### src/rtl/apb_master_bridge_if.sv
// Request-side and APB-side signals of the APB master bridge.
// The bridge connects through "master"; the system master and completer model connect through "slave".
interface apb_master_bridge_if #(
  parameter int ADDR_WIDTH = 7,
  parameter int DATA_WIDTH = 32,
  parameter int COMP       = 3
);
  logic                  MTRANS;
  logic                  MWRITE;
  logic [COMP-1:0]       MSELx;
  logic [ADDR_WIDTH-1:0] MADDR;
  logic [DATA_WIDTH-1:0] MWDATA;
  logic                  PREADY;
  logic [DATA_WIDTH-1:0] PRDATA;
  logic [COMP-1:0]       PSELx;
  logic                  PENABLE;
  logic                  PWRITE;
  logic [ADDR_WIDTH-1:0] PADDR;
  logic [DATA_WIDTH-1:0] PWDATA;
  logic [DATA_WIDTH-1:0] MRDATA;

  modport master (
    input  MTRANS, MWRITE, MSELx, MADDR, MWDATA, PREADY, PRDATA,
    output PSELx, PENABLE, PWRITE, PADDR, PWDATA, MRDATA
  );

  modport slave (
    output MTRANS, MWRITE, MSELx, MADDR, MWDATA, PREADY, PRDATA,
    input  PSELx, PENABLE, PWRITE, PADDR, PWDATA, MRDATA
  );
endinterface

### src/rtl/apb_master_bridge.sv
// Turns single-cycle master requests into APB SETUP/ACCESS transfers and returns read data.
//
// state  | meaning
// IDLE   | no transfer; PSELx/PENABLE low, address/data hold last values
// SETUP  | one cycle with PSELx asserted, PENABLE low
// ACCESS | PENABLE high; held until PREADY, may chain directly into the next SETUP
module apb_master_bridge #(
  parameter int ADDR_WIDTH = 7,
  parameter int DATA_WIDTH = 32,
  parameter int COMP       = 3
) (
  input  logic                PCLK,
  input  logic                PRESETn,
  apb_master_bridge_if.master bus
);

  typedef enum logic [1:0] {
    IDLE   = 2'd0,
    SETUP  = 2'd1,
    ACCESS = 2'd2
  } state_t;

  state_t state;

  logic                  req_valid;
  logic                  accept;
  logic [COMP-1:0]       req_sel;
  logic [ADDR_WIDTH-1:0] req_addr;
  logic [DATA_WIDTH-1:0] req_wdata;

  assign req_sel   = bus.MSELx;
  assign req_addr  = bus.MADDR;
  assign req_wdata = bus.MWDATA;

  // A request with no completer selected is dropped, never queued.
  assign req_valid = bus.MTRANS && (req_sel != '0);
  assign accept    = req_valid &&
                     ((state == IDLE) || ((state == ACCESS) && bus.PREADY));

  always_ff @(posedge PCLK) begin
    if (!PRESETn) begin
      state       <= IDLE;
      bus.PSELx   <= '0;
      bus.PENABLE <= 1'b0;
      bus.PWRITE  <= 1'b0;
      bus.PADDR   <= '0;
      bus.PWDATA  <= '0;
      bus.MRDATA  <= '0;
    end else begin
      // The APB output registers double as the captured request copy.
      if (accept) begin
        bus.PSELx  <= req_sel;
        bus.PWRITE <= bus.MWRITE;
        bus.PADDR  <= req_addr;
        bus.PWDATA <= req_wdata;
      end

      case (state)
        IDLE: begin
          bus.PENABLE <= 1'b0;
          if (accept) begin
            state <= SETUP;
          end else begin
            bus.PSELx <= '0;
          end
        end

        SETUP: begin
          bus.PENABLE <= 1'b1;
          state       <= ACCESS;
        end

        ACCESS: begin
          if (bus.PREADY) begin
            if (!bus.PWRITE) begin
              bus.MRDATA <= bus.PRDATA;
            end
            bus.PENABLE <= 1'b0;
            if (accept) begin
              state <= SETUP;
            end else begin
              state     <= IDLE;
              bus.PSELx <= '0;
            end
          end
        end

        default: begin
          state       <= IDLE;
          bus.PSELx   <= '0;
          bus.PENABLE <= 1'b0;
        end
      endcase
    end
  end

endmodule

### src/flat_wrapper.sv
// flat-port wrapper written by rule: the top's interface ports become plain ports
module apb_master_bridge_flat 
#(
  parameter int ADDR_WIDTH = 7,
  parameter int DATA_WIDTH = 32,
  parameter int COMP       = 3
)
  (PCLK, PRESETn, bus_MTRANS, bus_MWRITE, bus_MSELx, bus_MADDR, bus_MWDATA, bus_PREADY, bus_PRDATA, bus_PSELx, bus_PENABLE, bus_PWRITE, bus_PADDR, bus_PWDATA, bus_MRDATA);
  apb_master_bridge_if #(.ADDR_WIDTH(ADDR_WIDTH), .DATA_WIDTH(DATA_WIDTH), .COMP(COMP)) bus_i ();
  input  logic PCLK;
  input  logic PRESETn;
  input wire logic [$bits(bus_i.MTRANS)-1:0] bus_MTRANS;
  input wire logic [$bits(bus_i.MWRITE)-1:0] bus_MWRITE;
  input wire logic [$bits(bus_i.MSELx)-1:0] bus_MSELx;
  input wire logic [$bits(bus_i.MADDR)-1:0] bus_MADDR;
  input wire logic [$bits(bus_i.MWDATA)-1:0] bus_MWDATA;
  input wire logic [$bits(bus_i.PREADY)-1:0] bus_PREADY;
  input wire logic [$bits(bus_i.PRDATA)-1:0] bus_PRDATA;
  output wire logic [$bits(bus_i.PSELx)-1:0] bus_PSELx;
  output wire logic [$bits(bus_i.PENABLE)-1:0] bus_PENABLE;
  output wire logic [$bits(bus_i.PWRITE)-1:0] bus_PWRITE;
  output wire logic [$bits(bus_i.PADDR)-1:0] bus_PADDR;
  output wire logic [$bits(bus_i.PWDATA)-1:0] bus_PWDATA;
  output wire logic [$bits(bus_i.MRDATA)-1:0] bus_MRDATA;
  assign bus_i.MTRANS = bus_MTRANS;
  assign bus_i.MWRITE = bus_MWRITE;
  assign bus_i.MSELx = bus_MSELx;
  assign bus_i.MADDR = bus_MADDR;
  assign bus_i.MWDATA = bus_MWDATA;
  assign bus_i.PREADY = bus_PREADY;
  assign bus_i.PRDATA = bus_PRDATA;
  assign bus_PSELx = bus_i.PSELx;
  assign bus_PENABLE = bus_i.PENABLE;
  assign bus_PWRITE = bus_i.PWRITE;
  assign bus_PADDR = bus_i.PADDR;
  assign bus_PWDATA = bus_i.PWDATA;
  assign bus_MRDATA = bus_i.MRDATA;
  apb_master_bridge #(.ADDR_WIDTH(ADDR_WIDTH), .DATA_WIDTH(DATA_WIDTH), .COMP(COMP)) u_core (.PCLK(PCLK), .PRESETn(PRESETn), .bus(bus_i));
endmodule
### config.mk
export PLATFORM = sky130hd
export DESIGN_NAME = apb_master_bridge_flat
export DESIGN_NICKNAME = d
export VERILOG_FILES = /design/src/rtl/apb_master_bridge_if.sv /design/src/rtl/apb_master_bridge.sv /design/src/flat_wrapper.sv
export SDC_FILE = /design/constraint.sdc
export NUM_CORES = 1
export LEC_CHECK = 0
export CAP_MARGIN = 20
export CELL_PAD_IN_SITES_DETAIL_PLACEMENT = 0
export CELL_PAD_IN_SITES_GLOBAL_PLACEMENT = 1
export CORE_MARGIN = 5
export CORE_UTILIZATION = 29
export DETAILED_ROUTE_END_ITERATION = 7
export PLACE_DENSITY_LB_ADDON = 0.1
export SYNTH_ARGS = -nofsm -noshare
export SYNTH_HDL_FRONTEND = slang
export SYNTH_SLANG_ARGS = --single-unit
export TNS_END_PERCENT = 30
### constraint.sdc
create_clock -name PCLK -period 1.6 [get_ports PCLK]
set_clock_uncertainty 0.15 [all_clocks]
set_input_delay 0.16 -clock PCLK [delete_from_list [all_inputs] [get_ports PCLK]]
set_output_delay 0.16 -clock PCLK [all_outputs]
set_load 0.005 [all_outputs]
==> results of run 1 <==
## registers in the layout (all words and copies together), names as in the netlist
signal and count:
u_core.bus.MRDATA 32, u_core.bus.PWDATA 32, u_core.bus.PADDR 7, u_core.bus.PSELx 3
u_core.state 2, u_core.bus.PENABLE 1, u_core.bus.PWRITE 1
## area by class of cell
| cell class | instances | share of cell area (%) |
|---|---|---|
| Clock buffer | 11 | 2.72 |
| Clock inverter | 4 | 1.83 |
| Inverter | 2 | 0.144 |
| Multi-Input combinational cell | 250 | 27.4 |
| Sequential cell | 78 | 30.1 |
| Tap cell | 140 | 3.37 |
| Timing Repair Buffer | 176 | 34.5 |
## logic make-up (layout without fill, tap and decap cells)
logic type / after synthesis / count (layout)
buffers and inverters: 47 / 193
DFF: 78 / 78
AOI/OAI and AO/OA: 125 / 125
and+or+nand+nor: 122 / 125
## worst register-to-register path, delay by kind of cell (launching register included)
family,cells,cell delay (ns)
flops,1,0.39
buf+inv,2,0.38
compound gates,1,0.11
simple gates,2,0.35
## power by group through the flow
| stage | clock network, uW | logic [uW] | registers, uW |
|---|---|---|---|
| 6_report | 1760 | 765 | 2080 |
| 5_1_grt | 1890 | 832 | 2100 |
| 4_1_cts | 1830 | 769 | 2080 |
| 3_5_place_dp | 0 | 760 | 2130 |
| 3_3_place_gp | 0 | 758 | 2130 |
| 2_1_floorplan | 0 | 285 | 2120 |
## metrics by stage
step / std cells / setup WS (ns) / util (%)
CTS: 659 / 0.0132 / 48.0
finish: 661 / 0.0463 / 48.2
global placement: 643 / -0.500 / 45.7
detailed placement: 643 / -0.504 / 45.7
floorplan: 372 / 0.271 / -
global route: 661 / 0.00747 / 48.2
## cells in the mapped netlist
master,count
a21oi_1,77
a221oi_1,1
and4bb_1,1
buf_2,21
buf_4,4
buf_6,4
clkbuf_1,16
dfxtp_1,78
inv_1,1
inv_2,1
nand2_1,66
nand2b_1,1
nand3_1,2
nand3b_1,4
nand4_1,41
nand4bb_1,1
nor2b_1,3
nor3b_1,1
nor4_1,1
nor4bb_1,1
o21a_1,4
o31a_1,1
o31ai_1,40
o31ai_4,1
o41ai_1,1
## layer usage
metal  global-route usage, %  up-vias
met5                       0        -
met1                    21.0     1517
li1                        -     1648
met3                    4.58       10
met4                    5.63        0
met2                    25.4      103
## worst paths after layout
| check | to | slack [ns] | cells after the start | startpoint |
|---|---|---|---|---|
| hold / removal | u_core.bus.MRDATA[0] | 0.22 | 3 | bus_PRDATA[0] |
| setup reg to reg | u_core.bus.MRDATA[30] | 0.15 | 5 | u_core.state[1] |
| hold reg to reg | u_core.bus.MRDATA[26] | 0.30 | 2 | u_core.bus.MRDATA[26] |
| setup / recovery | bus_PENABLE | 0.05 | 1 | u_core.bus.PENABLE |
## timing repair
| item | in CTS | in global routing |
|---|---|---|
| cloned | 1 | 2 |
| setup endpoints to repair | 43 | 56 |
| gates resized for setup | 2 | 3 |
==> impl_metrics.ini, run 1 <==
[clocking]
cts_buffer_depth = 2
clk_latency_ns = 0.33
cts_tree = done
cts_buffers = 9
cts-root-buf = clkbuf_8
postCtsSetupRepairBufs = 0
htree_levels = 3
clkTransAtPathRegs_ns = 0.08
cts_sinks = 78
postCtsHoldBufs = 0

[cells_and_area]
drive_gt1_share_pct = 8.45
multi_input_area_mm2 = 0.00142
area_growth_pct = 63.1
stdcell_area_mm2 = 0.00520
ff_latch_area_mm2 = 0.00156
final_nets = 596
final_cell_mix = 152 x clkdlybuf4s50_1, 77 x a21oi_1, 76 x dfxtp_1
fill_cells = 1098
mostFrequentLayoutCell = clkdlybuf4s50_1
n_antenna_cell = 0

[floorplanning]
dieArea_mm2 = 0.0132
dieWidth_um = 115
die_y_um = 115
io_pins = 155
start_util_pct = 29.6
core_region_area_mm2 = 0.0108
num_rows = 38

[global_route]
antenna_found_initial = 0
grt-ovfl-total = 0
grt_max_degree = 35
grt_pass1_wl_um = 17100
track_usage_pct = 16.1
grt_pass1_vias = 3260

[worst_setup_path]
path_delay_family = buffers and inverters
worstSetupPathType = flop to output pin
required_ns = 1.29
crit_path_start_kind = flop
path_cells = clkdlybuf4s50_1
cp_slowest_stage_delay_ns = 0.56
cp_num_buf_inv = 1
cp-end-kind = output pin
cp_slowest_cell = clkdlybuf4s50_1
cp_max_fo = 2
critPathArrivalTime_ns = 1.24

[pwr]
total_power_uw = 4610
p_per_area_mw_per_mm2 = 887
p_int_uw = 3550
pwr-share-comb_pct = 16.6
clockPowerShare_pct = 38.2
p_switching_uw = 1070
p_seq_share_pct = 45.2
switching_share_pct = 23.1
leakage_uw = 0.00184
peakVddDrop_mv = 0.453

[timing]
slew_viol_final = 0
worst_slew_pin_slew_ns = 0.612
period_needed_ns = 1.55
setup_tns_ns = 0
finalSetupViolations = 0
max_freq_mhz = 644
max_slew_margin_pct = 59.0
fin_crit_sh_pct = 97.1
final_hold_viol_count = 0
hold_ws_ns = 0.216
rsz0062_at_grt = false

[synth]
synth_simple_gate_area_share_pct = 19.3
syn_inst = 372
ys_seq_area_share_pct = 49.0
synth_seq_cells = 78
syn_area_per_cell_um2 = 8.57
synthAdderAreaFrac_pct = 0
synth_cell_types = 25
yosys_warnings = 0
syn-cell-area_mm2 = 0.00319
synth_area_leaders = dfxtp_1 49%, a21oi_1 12%, o31ai_1 9.4%, nand4_1 8.0%, nand2_1 7.8%
synthXorXnorAreaFrac_pct = 0
synth-compound-area-share_pct = 23.9
mappedNetlistNets = 451
synth_top_area_share_pct = 49.0
yosysTopAreaCell = dfxtp_1
muxShareOfSynthArea_pct = 0
synth_top_family_by_area = compound AO/OA/AOI/OAI gates

[detailed_routing]
wl_met2_um = 5090
drt_iter0_drc = 155
drt-met1-wl_um = 5110
first_pass_iters = 4
drc = 0
wl_um = 11100
top_signal_layer_used = met4
wl_per_cell_um = 16.8
ant_nets = 0
via_count = 3278
viasPerCell = 4.96
route.met3.wl_um = 785

[place]
placement.io_buffers = 154
dp_hpwl_um = 7210
detailed_place.area_mm2 = 0.00493
place_congestion = 0.723

[job]
drv_cap = 0

[worst_hold_path]
hold_path.class = input port to flop

[run_status]
status = complete, no violations
Power figures use the tool's default switching activity.
==> inputs of run 2 (changes only) <==
Settings changed: SLEW_MARGIN set to 10.
==> results of run 2 <==
Same layout as run 1: the final DEF is identical, and so are final timing and power.
